===== src/rtl/axis_zmod_acq_ctrl_if.sv =====
// AXI4-Stream bundle shared by the ADC input and packet output
// of the Zmod acquisition controller.
interface axis_zmod_acq_ctrl_if #(
    parameter int DATA_WIDTH = 32
);
    logic                  tvalid;
    logic                  tready;
    logic [DATA_WIDTH-1:0] tdata;
    logic                  tlast;

    modport master (
        output tvalid,
        output tdata,
        output tlast,
        input  tready
    );

    modport slave (
        input  tvalid,
        input  tdata,
        input  tlast,
        output tready
    );
endinterface


===== src/rtl/axis_zmod_acq_ctrl.sv =====
// Triggered acquisition controller: arms, waits a holdoff, detects a
// level/external trigger and forwards one fixed-length AXIS packet.
module axis_zmod_acq_ctrl #(
    parameter int AXIS_TDATA_WIDTH = 32,
    parameter int CNTR_WIDTH       = 16
) (
    input  logic                  aclk,
    input  logic                  aresetn,
    input  logic                  start,
    input  logic                  stop,
    input  logic                  cfg_trg_src,
    input  logic                  cfg_edge,
    input  logic [15:0]           cfg_level,
    input  logic [CNTR_WIDTH-1:0] cfg_holdoff,
    input  logic [CNTR_WIDTH-1:0] cfg_length,
    input  logic                  trg_ext,
    axis_zmod_acq_ctrl_if.slave   s_axis,
    axis_zmod_acq_ctrl_if.master  m_axis,
    output logic [2:0]            sts_state,
    output logic [CNTR_WIDTH-1:0] sts_count,
    output logic                  sts_overflow
);

    typedef enum logic [2:0] {
        S_IDLE    = 3'd0,
        S_ARM     = 3'd1,
        S_WAIT    = 3'd2,
        S_CAPTURE = 3'd3,
        S_DONE    = 3'd4
    } state_e;

    localparam logic [CNTR_WIDTH-1:0] ONE = CNTR_WIDTH'(1);

    state_e                      state_q, state_d;
    logic [CNTR_WIDTH-1:0]       hold_q, hold_d;
    logic [CNTR_WIDTH-1:0]       len_q, len_d;
    logic [CNTR_WIDTH-1:0]       count_q, count_d;
    logic signed [15:0]          level_q, level_d;
    logic signed [15:0]          prev_a_q, prev_a_d;
    logic                        edge_q, edge_d;
    logic                        src_q, src_d;
    logic                        ext_q, ext_d;
    logic                        ovf_q, ovf_d;
    logic                        stopping_q, stopping_d;
    logic                        vld_q, vld_d;
    logic                        last_q, last_d;
    logic [AXIS_TDATA_WIDTH-1:0] data_q, data_d;

    logic signed [15:0]    cur_a;
    logic                  out_free;
    logic                  arm_go;
    logic                  lvl_rise, lvl_fall;
    logic                  ext_rise, ext_fall;
    logic                  trig;
    logic [CNTR_WIDTH-1:0] cnt_inc;

    assign cur_a    = s_axis.tdata[15:0];
    assign out_free = !vld_q || m_axis.tready;
    assign cnt_inc  = count_q + ONE;

    assign lvl_rise = (prev_a_q < level_q) && (cur_a >= level_q);
    assign lvl_fall = (prev_a_q > level_q) && (cur_a <= level_q);
    assign ext_rise = trg_ext && !ext_q;
    assign ext_fall = !trg_ext && ext_q;

    always_comb begin
        trig = 1'b0;
        if (src_q) begin
            trig = edge_q ? ext_fall : ext_rise;
        end else begin
            trig = edge_q ? lvl_fall : lvl_rise;
        end
    end

    // DONE only re-arms once the final beat has left the output register
    assign arm_go = start && !stop &&
                    ((state_q == S_IDLE) ||
                     ((state_q == S_DONE) && out_free));

    always_comb begin
        state_d    = state_q;
        hold_d     = hold_q;
        len_d      = len_q;
        count_d    = count_q;
        level_d    = level_q;
        edge_d     = edge_q;
        src_d      = src_q;
        ovf_d      = ovf_q;
        stopping_d = stopping_q;
        vld_d      = vld_q;
        last_d     = last_q;
        data_d     = data_q;
        prev_a_d   = s_axis.tvalid ? cur_a : prev_a_q;
        ext_d      = trg_ext;

        if (vld_q && m_axis.tready) begin
            vld_d  = 1'b0;
            last_d = 1'b0;
        end

        unique case (state_q)
            S_IDLE, S_DONE: begin
                if (arm_go) begin
                    state_d = S_ARM;
                    hold_d  = cfg_holdoff;
                    len_d   = (cfg_length == '0) ? ONE : cfg_length;
                    level_d = cfg_level;
                    edge_d  = cfg_edge;
                    src_d   = cfg_trg_src;
                    count_d = '0;
                    ovf_d   = 1'b0;
                end
            end

            S_ARM: begin
                if (stop) begin
                    state_d = S_IDLE;
                end else if (hold_q == '0) begin
                    state_d = S_WAIT;
                end else if (s_axis.tvalid) begin
                    hold_d = hold_q - ONE;
                end
            end

            S_WAIT: begin
                if (stop) begin
                    state_d = S_IDLE;
                end else if (s_axis.tvalid && trig) begin
                    vld_d   = 1'b1;
                    data_d  = s_axis.tdata;
                    last_d  = (len_q == ONE);
                    count_d = ONE;
                    state_d = (len_q == ONE) ? S_DONE : S_CAPTURE;
                end
            end

            S_CAPTURE: begin
                if (stopping_q) begin
                    if (out_free) begin
                        state_d    = S_IDLE;
                        stopping_d = 1'b0;
                    end
                end else if (stop) begin
                    // a stalled beat becomes the truncated packet's last
                    if (vld_q && !m_axis.tready) begin
                        stopping_d = 1'b1;
                        last_d     = 1'b1;
                    end else begin
                        state_d = S_IDLE;
                    end
                end else if (s_axis.tvalid) begin
                    if (out_free) begin
                        vld_d   = 1'b1;
                        data_d  = s_axis.tdata;
                        count_d = cnt_inc;
                        last_d  = (cnt_inc == len_q);
                        if (cnt_inc == len_q) begin
                            state_d = S_DONE;
                        end
                    end else begin
                        ovf_d = 1'b1;
                    end
                end
            end

            default: begin
                state_d = S_IDLE;
            end
        endcase
    end

    always_ff @(posedge aclk) begin
        if (!aresetn) begin
            state_q    <= S_IDLE;
            hold_q     <= '0;
            len_q      <= '0;
            count_q    <= '0;
            level_q    <= '0;
            prev_a_q   <= '0;
            edge_q     <= 1'b0;
            src_q      <= 1'b0;
            ext_q      <= 1'b0;
            ovf_q      <= 1'b0;
            stopping_q <= 1'b0;
            vld_q      <= 1'b0;
            last_q     <= 1'b0;
            data_q     <= '0;
        end else begin
            state_q    <= state_d;
            hold_q     <= hold_d;
            len_q      <= len_d;
            count_q    <= count_d;
            level_q    <= level_d;
            prev_a_q   <= prev_a_d;
            edge_q     <= edge_d;
            src_q      <= src_d;
            ext_q      <= ext_d;
            ovf_q      <= ovf_d;
            stopping_q <= stopping_d;
            vld_q      <= vld_d;
            last_q     <= last_d;
            data_q     <= data_d;
        end
    end

    assign s_axis.tready = 1'b1;
    assign m_axis.tvalid = vld_q;
    assign m_axis.tdata  = data_q;
    assign m_axis.tlast  = last_q;
    assign sts_state     = state_q;
    assign sts_count     = count_q;
    assign sts_overflow  = ovf_q;

endmodule


===== src/flat_wrapper.sv =====
// flat-port wrapper written by rule: the top's interface ports become plain ports
module axis_zmod_acq_ctrl_flat 
#(
    parameter int AXIS_TDATA_WIDTH = 32,
    parameter int CNTR_WIDTH       = 16
)
  (aclk, aresetn, start, stop, cfg_trg_src, cfg_edge, cfg_level, cfg_holdoff, cfg_length, trg_ext, sts_state, sts_count, sts_overflow, s_axis_tvalid, s_axis_tdata, s_axis_tlast, s_axis_tready, m_axis_tvalid, m_axis_tdata, m_axis_tlast, m_axis_tready);
  axis_zmod_acq_ctrl_if #(.DATA_WIDTH(32)) s_axis_i ();
  axis_zmod_acq_ctrl_if #(.DATA_WIDTH(32)) m_axis_i ();
  input  logic aclk;
  input  logic aresetn;
  input  logic start;
  input  logic stop;
  input  logic cfg_trg_src;
  input  logic cfg_edge;
  input  logic [15:0] cfg_level;
  input  logic [CNTR_WIDTH-1:0] cfg_holdoff;
  input  logic [CNTR_WIDTH-1:0] cfg_length;
  input  logic trg_ext;
  output logic [2:0] sts_state;
  output logic [CNTR_WIDTH-1:0] sts_count;
  output logic sts_overflow;
  input wire logic [$bits(s_axis_i.tvalid)-1:0] s_axis_tvalid;
  input wire logic [$bits(s_axis_i.tdata)-1:0] s_axis_tdata;
  input wire logic [$bits(s_axis_i.tlast)-1:0] s_axis_tlast;
  output wire logic [$bits(s_axis_i.tready)-1:0] s_axis_tready;
  output wire logic [$bits(m_axis_i.tvalid)-1:0] m_axis_tvalid;
  output wire logic [$bits(m_axis_i.tdata)-1:0] m_axis_tdata;
  output wire logic [$bits(m_axis_i.tlast)-1:0] m_axis_tlast;
  input wire logic [$bits(m_axis_i.tready)-1:0] m_axis_tready;
  assign s_axis_i.tvalid = s_axis_tvalid;
  assign s_axis_i.tdata = s_axis_tdata;
  assign s_axis_i.tlast = s_axis_tlast;
  assign s_axis_tready = s_axis_i.tready;
  assign m_axis_tvalid = m_axis_i.tvalid;
  assign m_axis_tdata = m_axis_i.tdata;
  assign m_axis_tlast = m_axis_i.tlast;
  assign m_axis_i.tready = m_axis_tready;
  axis_zmod_acq_ctrl #(.AXIS_TDATA_WIDTH(AXIS_TDATA_WIDTH), .CNTR_WIDTH(CNTR_WIDTH)) u_core (.aclk(aclk), .aresetn(aresetn), .start(start), .stop(stop), .cfg_trg_src(cfg_trg_src), .cfg_edge(cfg_edge), .cfg_level(cfg_level), .cfg_holdoff(cfg_holdoff), .cfg_length(cfg_length), .trg_ext(trg_ext), .s_axis(s_axis_i), .m_axis(m_axis_i), .sts_state(sts_state), .sts_count(sts_count), .sts_overflow(sts_overflow));
endmodule

===== config.mk =====
export PLATFORM = sky130hd
export DESIGN_NAME = axis_zmod_acq_ctrl_flat
export DESIGN_NICKNAME = d
export VERILOG_FILES = /design/src/rtl/axis_zmod_acq_ctrl_if.sv /design/src/rtl/axis_zmod_acq_ctrl.sv /design/src/flat_wrapper.sv
export SDC_FILE = /design/constraint.sdc
export NUM_CORES = 1
export LEC_CHECK = 0
export ABC_AREA = 1
export CORE_MARGIN = 2
export CORE_UTILIZATION = 40
export CTS_BUF_LIST = sky130_fd_sc_hd__clkbuf_8
export CTS_CLUSTER_DIAMETER = 60
export DETAILED_ROUTE_END_ITERATION = 8
export PLACE_DENSITY = 0.69
export SETUP_SLACK_MARGIN = 0.1
export SYNTH_ARGS = -nofsm -noshare
export SYNTH_HDL_FRONTEND = slang
export SYNTH_SLANG_ARGS = --single-unit

===== constraint.sdc =====
create_clock -name aclk -period 3.8 [get_ports aclk]
set_input_delay 1.14 -clock aclk [delete_from_list [all_inputs] [get_ports aclk]]
set_output_delay 1.14 -clock aclk [all_outputs]
set_load 0.05 [all_outputs]

==> results of run 1 <==
cell families (layout without fill, tap and decap cells):
group,count (synthesis),count (layout),synth area share
AOI/OAI and AO/OA,170,170,0.1337
xor gates and xnor gates,2,2,0.002482
adders and majority gates,34,34,0.06027
buffers and inverters,200,349,0.1142
DFF,122,122,0.3460
muxes,1,1,0.001418
other,1,1,0.0005313
and+or+nand+nor,579,579,0.3414
worst register-to-register path, stage by stage, from the launching register on:
cell	delay, ns
dfxtp_1	0.43
ha_1	0.24
nand2_1	0.10
nor2_1	0.38
nand2_1	0.14
nand2_1	0.14
nand2_1	0.06
nand2_1	0.08
nand2_1	0.05
nor2_1	0.09
nand4_1	0.10
nor2_1	0.13
nand4_1	0.14
a21oi_2	0.26
nand3_1	0.10
nand2_1	0.07
nor2_1	0.04
cells in the mapped netlist (2+ instances only):
cell type  count
a2bb2oi_1      2
a31oi_1        3
ha_1          34
o21ai_0       70
buf_6          6
clkinv_1       2
o21ai_2        2
nor4_1         6
nand2_1      272
inv_1        158
nor3_2         3
nor2_1       204
dfxtp_1      122
a21oi_1       65
nand4_1       35
nand3_1       48
clkbuf_1      24
buf_2          5
a211oi_1      15
nand3_2        3
o21a_1         2
o211ai_1       2
buf_1          3
power by group:
group,switching [uW],leakage (uW),internal (uW)
combinational,2560,0.00304,1340
sequential,323,0.00100,1680
clock,528,0.000242,820
total,3410,0.00428,3840
layout make-up:
type                    count  share of cell area
clock buffers              20             0.02999
clock inverters            11             0.01922
inverters                 161             0.06583
repair buffers            157              0.1720
well taps                 225             0.03067
multi-input cells         787              0.4162
flip-flops and latches    122              0.2660
per-stage QoR:
stage / std cells / hold slack, ns / cell area [um2] / setup slack, ns
after floorplan: 1109 / 0.4541 / 7058 / 0.8568
after global placement: 1452 / 0.4648 / 8728 / 0.1828
after detailed placement: 1452 / 0.4727 / 8728 / 0.1399
after CTS: 1483 / 0.4850 / 9180 / 0.6249
after global routing: 1483 / 0.5017 / 9180 / 0.3505
final: 1483 / 0.4854 / 9180 / 0.6064
worst paths after layout:
path | to | start | cells after the start
max | u_core.m_axis.tdata[20] | s_axis_tdata[9] | 20
min | u_core.hold_q[6] | u_core.hold_q[6] | 2
max reg2reg | u_core.sts_state[2] | u_core.sts_count[1] | 16
min reg2reg | u_core.hold_q[6] | u_core.hold_q[6] | 2
registers in the layout, summed over array words and instances (netlist names), 3 cells and up:
signal	count
u_core.hold_q	16
u_core.len_q	16
u_core.level_q	16
u_core.m_axis.tdata	32
u_core.prev_a_q	16
u_core.sts_count	16
u_core.sts_state	3
layout by cell type (no fill, tap or decap), types with 2 or more instances in the layout:
| master | n |
|---|---|
| a211oi_1 | 15 |
| a21oi_1 | 65 |
| a2bb2oi_1 | 2 |
| a31oi_1 | 3 |
| buf_12 | 4 |
| buf_4 | 11 |
| bufinv_16 | 5 |
| clkbuf_8 | 20 |
| clkdlybuf4s50_1 | 141 |
| clkinv_1 | 2 |
| clkinv_2 | 3 |
| dfxtp_1 | 122 |
| ha_1 | 34 |
| inv_1 | 161 |
| nand2_1 | 272 |
| nand3_1 | 48 |
| nand3_2 | 3 |
| nand4_1 | 35 |
| nor2_1 | 204 |
| nor3_2 | 3 |
| nor4_1 | 6 |
| o211ai_1 | 2 |
| o21a_1 | 2 |
| o21ai_0 | 70 |
| o21ai_2 | 2 |
metal layers:
metal / vias up / track usage / share of wire
li1: 3805 / - / -
met1: 3189 / 0.2832 / 0.47
met3: 26 / 0.05889 / 0.068
met4: 0 / 0.08133 / 0.018
met2: 210 / 0.3481 / 0.44
met5: - / 0 / 0
==> impl_metrics.ini, run 1 <==
[grt]
grt_max_degree = 100
grt_pass1_wl_um = 32420
overflow = 0
grt_pass1_vias = 6911
grt_usage = 0.2186
antenna_found_initial = 0

[cts]
cts_buffer_depth = 2
h-tree-depth = 4
cts_tree = built
cts_root_buffer = clkbuf_8
cts-hold-fix-buffers = 0
cts_made_buffers = 17
worst_skew_pair.late_latency_ns = 0.45
cts_sinks = 122
postCtsSetupRepairBufs = 0
cts_resized = 0
clkSlewWorstSetupHoldPaths_ns = 0.07

[logic_synthesis]
yosysTopAreaCell = dfxtp_1
synth_area_leaders = dfxtp_1 (35%), nand2_1 (14%), nor2_1 (11%), inv_1 (8.4%), ha_1 (6.0%)
netlist_instances = 1109
yosys.area.top_type_share = 0.3460
synth_edf_count = 0
syn-cell-area_um2 = 7058
ys_seq_elements = 122
synth.avg_cell_area_um2 = 6.364
yosysSeqAreaShare = 0.3460
yosysWarningCount = 0
syn-num-nets = 1233
synth_ff_type = dfxtp_1
synth_cell_type_count = 46
async_flop_share = 0

[drt]
postRouteAntennaNets = 0
post_drt_via_cell_ratio = 4.875
dr_total_vias = 7230
wirelength_um = 19340
drtIter0Drc = 508
drc_errors = 0
wl_per_cell_um = 13.04
first_pass_iters = 5

[die]
die_width_um = 136.8
start_util = 0.4081
core_um2 = 17300
die_h_um = 136.8
ioPinCount = 145
dieArea_um2 = 18720
rows = 48

[timing]
worst_clock_skew_ns = 0.01076
slew_headroom = 0.4327
report.final.slew_viol_count = 0
setup_viol = 0
rsz0062_at_grt = false
max_freq_mhz = 313.1
worst_pin_slew_ns = 0.8500
min_period_over_period = 0.8404
finalHoldViolCount = 0
fin_crit_ns = 3.194
setup-tns-final_ns = 0

[setup_path]
crit_path_frequent_cell = nand2_1
cp_data_required_time_ns = 4.19
cpMaxStageDelayCell = clkdlybuf4s50_1
crit_buf_inv = 3
crit_path_end_kind = flop
slowest_delay_ns = 0.46
crit_arrival_ns = 3.58
worstSetupStartpointType = input pin
cp_top_family = simple AND/OR/NAND/NOR gates
critPathMaxFanout = 40
path_cells = clkdlybuf4s50_1 > ha_1 > nand2_1 > inv_1 > o21ai_0 > a21oi_1 > nor2_1 > nand2_1 > nand2_1 > nand2_1 > nand2_1 > nand2_1 > nand3_2 > nand3_2 > nand2_4 > nand3_4 > buf_12 > nand2_1 > nand2_1 > nor2_1
critPathKind = in -> reg
r2r_setup_slack_ns = 1.14

[layout]
drive_gt1_frac = 0.04690
multi_input_area_um2 = 3821
syn2layout_area_growth_pct = 30.07
utilization = 0.5307
n_fill_cell = 1756
fin_nets = 1370
regArea_um2 = 2442
antenna_cells = 0

[flow_run]
max-cap-violations = 0

[power_and_ir_drop]
ir_drop_mv = 0.4726
power_density_nw_per_um2 = 789.4
power_uw = 7247
p_leak_uw = 0.004283

[outcome]
status = complete, no violations

[min_path]
hp-class = reg -> reg

[placed_design]
gp_congestion = 0.9103
io_buffers = 142
dp_hpwl_um = 13670
(Power assumes the default switching activity.)
==> inputs of run 2 (changes only) <==
clock period = 3 ns   (was 3.8 ns; I/O delays follow)
==> run 2 against run 1 <==
Sequential share of layout area is 1.1 points lower. Power is 29% higher. Register-to-register slack worse by 0.71 ns.
==> impl_metrics.ini, run 2 (synthesis gave the netlist of run 1 again) <==
[outcome]
status = complete, no violations

[timing]
worst_pin_slew_ns = 0.7676
slew_headroom = 0.4877
report.final.slew_viol_count = 0
worst_slack_ns = 0.2546
rsz0062_at_grt = false
setup_viol = 0
whs_ns = 0.4810
min_period_over_period = 0.9151
max_freq_mhz = 364.2
fin_crit_ns = 2.745
finalHoldViolCount = 0
setup-tns-final_ns = 0
worst_clock_skew_ns = 0.01245

[die]
ioPinCount = 145
dieArea_um2 = 18720
start_util = 0.4081
die_h_um = 136.8
core_um2 = 17300
die_width_um = 136.8
rows = 48

[layout]
largest_reg_flops = 32
final_cell_count_no_fill = 1516
final_area_um2 = 9582
n_fill_cell = 1721
syn2layout_area_growth_pct = 35.76
fin_nets = 1402
antenna_cells = 0
layout_common_cells = nand2_1 (269), nor2_1 (200), inv_1 (158)
final_common_cell = nand2_1
drive_gt1_frac = 0.08366

[setup_path]
cp_top_family = buffers and inverters
rr_endpoint = u_core.m_axis.tdata[21]
crit_path_end_kind = output port
critPathMaxFanout = 8
r2r-start = u_core.level_q[7]
cp_data_required_time_ns = 2.10
crit_buf_inv = 1
cpMaxStageDelayCell = clkdlybuf4s50_1
slowest_delay_ns = 0.87
critPathKind = reg -> out
path_cells = clkdlybuf4s50_1
r2r_cells = 19
worstSetupStartpointType = flop
r2r_setup_slack_ns = 0.43
crit_arrival_ns = 1.85

[power_and_ir_drop]
p_leak_uw = 0.004589
power_density_nw_per_um2 = 972.2
ir_drop_mv = 0.5284

[grt]
grt_usage = 0.2150
antenna_found_initial = 0
grt_max_degree = 100
overflow = 0
grt_pass1_wl_um = 31910
grt_pass1_vias = 6771

[cts]
cts_made_buffers = 17
cts_root_buffer = clkbuf_8
cts_tree = built
h-tree-depth = 4
cts-hold-fix-buffers = 0
cts_sinks = 122
worst_skew_pair.late_latency_ns = 0.46
clkSlewWorstSetupHoldPaths_ns = 0.07
cts_buffer_depth = 2

[drt]
post_drt_via_cell_ratio = 4.899
first_pass_iters = 5
wl_per_cell_um = 13.13
dr_total_vias = 7427
postRouteAntennaNets = 0
wirelength_um = 19910
drc_errors = 0
drtIter0Drc = 354

[placed_design]
pre_cts_ws_ns = -0.3118
dp_hpwl_um = 13980
gp_congestion = 0.9141
placed_cells = 1478
place_area_um2 = 8924
io_buffers = 142

[min_path]
hp-class = reg -> reg
hp-start = u_core.hold_q[6]
hold_depth = 2
hold_end = u_core.hold_q[6]

[flow_run]
max-cap-violations = 0
==> run 2: cell count changes in the layout (fill, tap and decap cells not counted), sizes merged <==
cell / delta
bufinv: -2
clkdlybuf4s50: -16
inv: -2
clkbuf: +4
clkinv: +1
clkinvlp: +3
buf: +29
dlymetal6s2s: +16
==> run 2: per-layer routing <==
metal / vias up / wire length [um] / track usage
li1: 3874 / - / -
met1: 3297 / 9234 / 0.2778
met2: 221 / 8890 / 0.3422
met3: 35 / 1375 / 0.05778
met4: 0 / 408 / 0.08305
met5: - / 0 / 0
==> run 2: how the worst max path moves through the flow <==
| stage | startpoint | to | slack [ns] | cells after the start |
|---|---|---|---|---|
| 5_1_grt | s_axis_tdata[3] | u_core.m_axis.tdata[11] | 0.12 | 20 |
| 2_1_floorplan | s_axis_tdata[9] | u_core.m_axis.tdata[10] | 0.30 | 18 |
| 3_5_place_dp | s_axis_tdata[1] | u_core.m_axis.tdata[17] | -0.31 | 22 |
| 4_1_cts | s_axis_tdata[1] | u_core.m_axis.tdata[17] | 0.17 | 22 |
| 6_report | u_core.sts_count[9] | sts_count[9] | 0.25 | 1 |
| 3_3_place_gp | s_axis_tdata[1] | u_core.m_axis.tdata[19] | -0.27 | 22 |
==> run 2: area by class of cell <==
cell class                 count  area (um2)  share of cell area
clock buffer                  21       289.0             0.03016
clock inverter                11       143.9             0.01502
inverter                     161       604.3             0.06307
multi-input combinational    787        3905              0.4075
sequential                   122        2442              0.2549
tap                          225       281.5             0.02938
timing repair buffer         189        1916              0.1999
==> run 2: what timing repair did <==
action                     in CTS  in global routing
setup endpoints to repair       0                 52
gates resized for setup         0                 33
setup buffers                   0                  3
==> run 2: power breakdown <==
part	internal [uW]	total [uW]	switching [uW]
Clock	906	1610	703
Combinational	1860	5180	3320
Sequential	2130	2530	400
Total	4900	9320	4420
==> run 2: through the flow <==
step,utilization,total power [uW]
floorplan,-,6080
global placement,0.5159,7490
detailed placement,0.5159,7554
CTS,0.5409,9187
global route,0.5540,10080
finish,0.5540,9315
